[src/rtl/multdiv_unit.sv]
// -----------------------------------------------------------------------------
// multdiv_unit
//
// Multi-cycle signed multiply/divide unit sitting beside the execute stage.
// A start pulse captures both operands and the operation, then the unit
// iterates once per clock for WIDTH cycles and presents the result for
// exactly one cycle. Latency is fixed at WIDTH cycles from the start edge,
// including the divide-by-zero and overflow cases.
//
// Multiply: radix-2 Booth over a 2*WIDTH+1-bit product register.
// Divide:   restoring division on operand magnitudes, sign fixed up at the end.
//
// Ports
//   clock           rising-edge clock
//   reset           asynchronous, active-high; forces IDLE
//   ctrl_MULT       one-cycle start pulse, signed multiply (wins over DIV)
//   ctrl_DIV        one-cycle start pulse, signed divide
//   data_operandA   multiplicand / dividend, sampled on the start edge only
//   data_operandB   multiplier / divisor, sampled on the start edge only
//   data_result     product low word or quotient, 0 outside the DONE cycle
//   data_exception  overflow or divide-by-zero, 0 outside the DONE cycle
//   data_resultRDY  one-cycle completion strobe (DONE state)
//   busy            high in RUN and DONE; pipeline stall request
// -----------------------------------------------------------------------------
module multdiv_unit #(
    parameter int WIDTH = 32
) (
    input  logic             clock,
    input  logic             reset,
    input  logic             ctrl_MULT,
    input  logic             ctrl_DIV,
    input  logic [WIDTH-1:0] data_operandA,
    input  logic [WIDTH-1:0] data_operandB,
    output logic [WIDTH-1:0] data_result,
    output logic             data_exception,
    output logic             data_resultRDY,
    output logic             busy
);

    localparam int CW = $clog2(WIDTH);
    localparam int PW = 2 * WIDTH + 1;
    localparam logic [CW-1:0] LAST_COUNT = CW'(WIDTH - 1);
    localparam logic [WIDTH-1:0] MOST_NEG = {1'b1, {(WIDTH-1){1'b0}}};

    typedef enum logic [1:0] {
        IDLE = 2'd0,
        RUN  = 2'd1,
        DONE = 2'd2
    } state_t;

    state_t state_reg, state_next;

    logic [CW-1:0]    count_reg;
    logic             op_mult_reg;

    // Multiply datapath
    logic [PW-1:0]    prod_reg;
    logic [WIDTH-1:0] mcand_reg;

    // Divide datapath
    logic [WIDTH-1:0] rem_reg;
    logic [WIDTH-1:0] quo_reg;
    logic [WIDTH-1:0] divisor_reg;
    logic             neg_reg;
    logic             div_zero_reg;
    logic             div_ovf_reg;

    logic             start;
    logic             last_step;

    assign start     = ctrl_MULT | ctrl_DIV;
    assign last_step = (count_reg == LAST_COUNT);

    // -------------------------------------------------------------------------
    // Booth step. The accumulator half is sign-extended by one bit before the
    // add/subtract so that subtracting the most negative multiplicand cannot
    // overflow; the extra bit becomes the new top bit after the implicit
    // arithmetic shift right.
    // -------------------------------------------------------------------------
    logic [WIDTH:0] booth_acc;
    logic [WIDTH:0] mcand_ext;
    logic [WIDTH:0] booth_sum;
    logic [PW-1:0]  booth_next;

    always_comb begin
        booth_acc = {prod_reg[PW-1], prod_reg[PW-1:WIDTH+1]};
        mcand_ext = {mcand_reg[WIDTH-1], mcand_reg};
        booth_sum = booth_acc;
        case (prod_reg[1:0])
            2'b01:   booth_sum = booth_acc + mcand_ext;
            2'b10:   booth_sum = booth_acc - mcand_ext;
            default: booth_sum = booth_acc;
        endcase
        booth_next = {booth_sum, prod_reg[WIDTH:1]};
    end

    // -------------------------------------------------------------------------
    // Restoring division step: shift the next dividend bit into the partial
    // remainder and keep the difference only when it did not go negative.
    // The remainder is always below the divisor, so WIDTH+1 bits suffice for
    // the trial subtraction and its sign bit.
    // -------------------------------------------------------------------------
    logic [WIDTH:0]   div_shift;
    logic [WIDTH:0]   div_diff;
    logic             div_fits;
    logic [WIDTH-1:0] rem_next;
    logic [WIDTH-1:0] quo_next;

    always_comb begin
        div_shift = {rem_reg, quo_reg[WIDTH-1]};
        div_diff  = div_shift - {1'b0, divisor_reg};
        div_fits  = ~div_diff[WIDTH];
        rem_next  = div_fits ? div_diff[WIDTH-1:0] : div_shift[WIDTH-1:0];
        quo_next  = {quo_reg[WIDTH-2:0], div_fits};
    end

    // Operand magnitudes for the divider; the most negative value maps onto
    // itself, which is the correct unsigned magnitude.
    logic [WIDTH-1:0] a_mag;
    logic [WIDTH-1:0] b_mag;

    assign a_mag = data_operandA[WIDTH-1] ? -data_operandA : data_operandA;
    assign b_mag = data_operandB[WIDTH-1] ? -data_operandB : data_operandB;

    // -------------------------------------------------------------------------
    // State register
    // -------------------------------------------------------------------------
    always_ff @(posedge clock or posedge reset) begin
        if (reset) begin
            state_reg <= IDLE;
        end else begin
            state_reg <= state_next;
        end
    end

    // Next state and status outputs. A start pulse restarts from any state,
    // which is how an in-flight op gets flushed.
    always_comb begin
        state_next     = state_reg;
        busy           = 1'b0;
        data_resultRDY = 1'b0;

        case (state_reg)
            IDLE: state_next = IDLE;
            RUN: begin
                busy = 1'b1;
                if (last_step) begin
                    state_next = DONE;
                end
            end
            DONE: begin
                busy           = 1'b1;
                data_resultRDY = 1'b1;
                state_next     = IDLE;
            end
            default: state_next = IDLE;
        endcase

        if (start) begin
            state_next = RUN;
        end
    end

    // -------------------------------------------------------------------------
    // Datapath registers
    // -------------------------------------------------------------------------
    always_ff @(posedge clock or posedge reset) begin
        if (reset) begin
            count_reg    <= '0;
            op_mult_reg  <= 1'b0;
            prod_reg     <= '0;
            mcand_reg    <= '0;
            rem_reg      <= '0;
            quo_reg      <= '0;
            divisor_reg  <= '0;
            neg_reg      <= 1'b0;
            div_zero_reg <= 1'b0;
            div_ovf_reg  <= 1'b0;
        end else if (start) begin
            count_reg   <= '0;
            op_mult_reg <= ctrl_MULT;
            if (ctrl_MULT) begin
                // Accumulator cleared, multiplier in the middle, Booth guard bit 0.
                prod_reg  <= {{WIDTH{1'b0}}, data_operandB, 1'b0};
                mcand_reg <= data_operandA;
            end else begin
                rem_reg      <= '0;
                quo_reg      <= a_mag;
                divisor_reg  <= b_mag;
                neg_reg      <= data_operandA[WIDTH-1] ^ data_operandB[WIDTH-1];
                div_zero_reg <= (data_operandB == '0);
                div_ovf_reg  <= (data_operandA == MOST_NEG) && (&data_operandB);
            end
        end else if (state_reg == RUN) begin
            count_reg <= count_reg + 1'b1;
            if (op_mult_reg) begin
                prod_reg <= booth_next;
            end else begin
                rem_reg <= rem_next;
                quo_reg <= quo_next;
            end
        end
    end

    // -------------------------------------------------------------------------
    // Result formatting. The full product lives in prod_reg[PW-1:1]; it fits
    // in WIDTH bits only if its top WIDTH+1 bits are all copies of the sign.
    // -------------------------------------------------------------------------
    logic [WIDTH-1:0] mult_result;
    logic             mult_exc;
    logic [WIDTH-1:0] div_result;
    logic             div_exc;

    always_comb begin
        mult_result = prod_reg[WIDTH:1];
        mult_exc    = ~((&prod_reg[PW-1:WIDTH]) | ~(|prod_reg[PW-1:WIDTH]));
        div_exc     = div_zero_reg | div_ovf_reg;
        if (div_zero_reg) begin
            div_result = '0;
        end else if (neg_reg) begin
            div_result = -quo_reg;
        end else begin
            div_result = quo_reg;
        end
    end

    always_comb begin
        data_result    = '0;
        data_exception = 1'b0;
        if (state_reg == DONE) begin
            data_result    = op_mult_reg ? mult_result : div_result;
            data_exception = op_mult_reg ? mult_exc : div_exc;
        end
    end

endmodule

[config.mk]
export PLATFORM = sky130hd
export DESIGN_NAME = multdiv_unit
export DESIGN_NICKNAME = d
export VERILOG_FILES = /design/src/rtl/multdiv_unit.sv
export SDC_FILE = /design/constraint.sdc
export NUM_CORES = 1
export LEC_CHECK = 0
export ABC_AREA = 1
export BUFFER_PORTS_ARGS = -buffer_cell sky130_fd_sc_hd__buf_4
export CAP_MARGIN = 20
export CORE_MARGIN = 4
export CORE_UTILIZATION = 45
export DETAILED_ROUTE_END_ITERATION = 16
export SKIP_LAST_GASP = 1
export SYNTH_ARGS = -nofsm -noshare
export SYNTH_HDL_FRONTEND = slang
export SYNTH_SLANG_ARGS = --single-unit
[constraint.sdc]
create_clock -name clock -period 19.44 [get_ports clock]
set_clock_uncertainty 0.05 [all_clocks]
set_input_delay 3.888 -clock clock [delete_from_list [all_inputs] [get_ports clock]]
set_output_delay 3.888 -clock clock [all_outputs]
set_load 0.01 [all_outputs]
==> impl_results.md <==
* F_max at 147 MHz
* RSZ-0062 raised after global routing: no
* H-Tree Level Count at 1
* WL/cell at 17.5 microns
* Core Util, Final at about half
* Final layout net count at approximately 3200
* CTS resizes at 0
* Rel. slew slack at 38.8%
* Crit path DAT at 2880 ps
* Initial antenna violation count at 1
* DR pass1 iterations at 6
* Vias in the first global route at 18100
* Core footprint at around 40000 sq um
* Starting DRT DRC Count at 1725
* Synth Flop Type: dfrtp_1
* Tot Pwr at 1.56 mW
* Ratio of cells with drive above 1 in the final layout at 7.49%
* Period minus WS final at 6820 ps
* Number of flip-flops in the largest register at 65
* Worst Hold Launch: divisor_reg[22]$_DFFE_PP0P_
* Worst-path fanout max at 4
* Hold crit path type: reg -> reg
* Cell area after synthesis at 18300 sq um
* Syn Area/Cell at 6.17 sq um
* Post-synth top area cell: dfrtp_1
* Filler instances at 4274
* FF-to-FF Start: prod_reg[0]$_DFFE_PP0P_
* Die width at about 210 microns
* Total CTS buffers at 25
* Max-slew violation count at 0
* FF-to-FF path depth at 17
* Row Count at 73
* Critical Path Source: quo_reg[0]$_DFFE_PP0P_
* Crit path capture: data_result[24]
* Asr flop ratio synth at 100%
* CTS clk-pin slew, worst paths at 60 ps
* Crit path required time at 15500 ps
* Max Cap Viol at 0
* # hold bufs at CTS at 0
* P per Cell Area at a little under 80 nW/um^2
* Synthesis Warnings at 0
* FF-to-FF End: prod_reg[58]$_DFFE_PP0P_
* Cell with the most instances after synthesis: nand2_1
* CP startpoint kind: register
* # port buffers at roughly 100
* First-pass GRT wire length at 98.6 mm
* Critical Path End Type: primary output
* Die ar. at 44000 sq um
* Post-Synthesis Cells at 2965
* Clock buffer depth at 3
* Largest net degree at the start of global routing at 97
* Ranking of synthesized cells by area: dfrtp_1 (28%), nand2_1 (19%), inv_1 (9.8%), nand3_1 (7.1%), o21ai_0 (5.6%)
* CTS tree: done
* ANT cells at 0
* Global placer's final weighted congestion at roughly 0.94
* Clock Tree Root: clkbuf_16
* Via density at 5.40
* GRT Util Overall at between 20 and 30%
* Status: finished, final reports clean
* Reg2reg setup slack at 15270 ps
* Min Hold Slack at between 400 and 500 ps
* Synth cell types at 53
* I/O pin cnt at about 100
* Syn Nets at 3110
* Later-pin clock latency in the skew report at 540 ps
* Growth of design area from synthesis to finish at 10.8%
* Setup CP Type: reg -> out
* GRT overflow at 0
* Yosys reg bits at 204
* Final antenna-violating net count at 0
* Yosys top cell area share at 27.9%
* Tcrit/Tclk final at 35.1%
* Leakage at between 10 and 15 nW
* Initial Utilization at 45.8%
* Clock Sink Count at 204
* Via count at 19200
* Setup tns final at 0 ps
* Peak VDD IR at 58.6 uV
* DPL Wire Length at 48.7 mm
* Final Hold Viols at 0
* Sequential share of the synthesized area at 27.9%
* Post-CTS Setup Inserts at 0
* Worst Max-Slew Pin Slew at 917 ps
* Number of synthesized flops with an enable pin at 0
* WL final at 62.2 mm
* Final setup violation count at 0
* Residual DRC count at 0
* Most frequent cells after synthesis: nand2_1 (916), inv_1 (476), nand3_1 (261)
* Die Height at 210 microns
## report_power, final
part | total (mW) | switching [mW] | internal [mW]
clock | 0.502 | 0.194 | 0.308
combinational | 0.546 | 0.377 | 0.169
sequential | 0.516 | 0.0455 | 0.471
total | 1.56 | 0.617 | 0.947
## cells by family after synthesis
| group | Yosys count | synth area share (%) |
|---|---|---|
| buffers and inverters | 583 | 12.6 |
| AO/OA/AOI/OAI | 447 | 13.5 |
| AND/OR/NAND/NOR | 1573 | 36.8 |
| flip-flops | 204 | 27.9 |
| XOR/XNOR | 81 | 3.88 |
| adder cells (fa/ha/maj) | 77 | 5.34 |
## worst max-delay path: stages (launching register included)
cell      delay [ps]
dfrtp_1          460
inv_1            120
ha_1             210
nand3_2          110
nor2_1           220
nand3b_1         230
nor2_1           300
nand2_1          120
nand3_1           80
nand3_1          100
a21oi_1          230
buf_4            170
## stage by stage
step / area [sq um] / instances / setup WS (ps)
final: 20300 / 3555 / 12620
after global routing: 20300 / 3555 / 12430
after CTS: 20200 / 3552 / 12480
after detailed placement: 19300 / 3508 / 11910
after global placement: 19300 / 3508 / 12010
after floorplan: 18300 / 2965 / 9930
## area by class of cell
type | instances | area (sq um) | share of cell area (%)
tap | 525 | 657 | 3.24
timing repair buffer | 115 | 908 | 4.48
clock inverter | 10 | 161 | 0.796
clock buffer | 34 | 709 | 3.50
multi-input combinational | 2178 | 10900 | 53.7
inverter | 489 | 1850 | 9.10
sequential | 204 | 5100 | 25.2
## layer usage
layer | vias up | global-route usage [%] | part of all wire [%]
met3 | 92 | 4.62 | 7.5
met1 | 8932 | 40.7 | 47
met2 | 643 | 41.9 | 42
li1 | 9536 | - | -
met4 | 2 | 7.65 | 2.9
met5 | - | 0 | 0.019
## cell usage in the layout, fill, tap and decap left out, types with 4 or more instances in the layout
master       n
nand2_1    916
inv_1      475
nand3_1    261
nor2_1     232
o21ai_0    206
dfrtp_1    204
a21oi_1    148
buf_4      112
ha_1        75
xor2_1      68
nand4_1     42
o211ai_1    37
nor3_1      28
nand2_2     26
clkbuf_16   25
nand3b_1    18
nor4_1      15
xnor2_1     13
a31oi_1     11
inv_2        8
o21bai_1     7
nand3_2      7
nand2_4      6
o22ai_1      6
o221ai_1     6
or2_2        5
o21ai_1      5
o31ai_1      5
clkbuf_8     5
o21ai_2      4
clkinv_1     4
nor2_2       4
clkbuf_1     4
bufinv_16    4
## how the worst min path moves through the flow
stage / depth (start not counted) / slack, ps / end
2_1_floorplan: 2 / 400 / div_zero_reg$_DFFE_PP0P_
3_3_place_gp: 2 / 420 / divisor_reg[4]$_DFFE_PP0P_
3_5_place_dp: 2 / 430 / divisor_reg[21]$_DFFE_PP0P_
4_1_cts: 2 / 440 / divisor_reg[21]$_DFFE_PP0P_
5_1_grt: 2 / 470 / divisor_reg[3]$_DFFE_PP0P_
6_report: 2 / 430 / divisor_reg[22]$_DFFE_PP0P_
No activity file was read; power rests on OpenSTA's default activity.
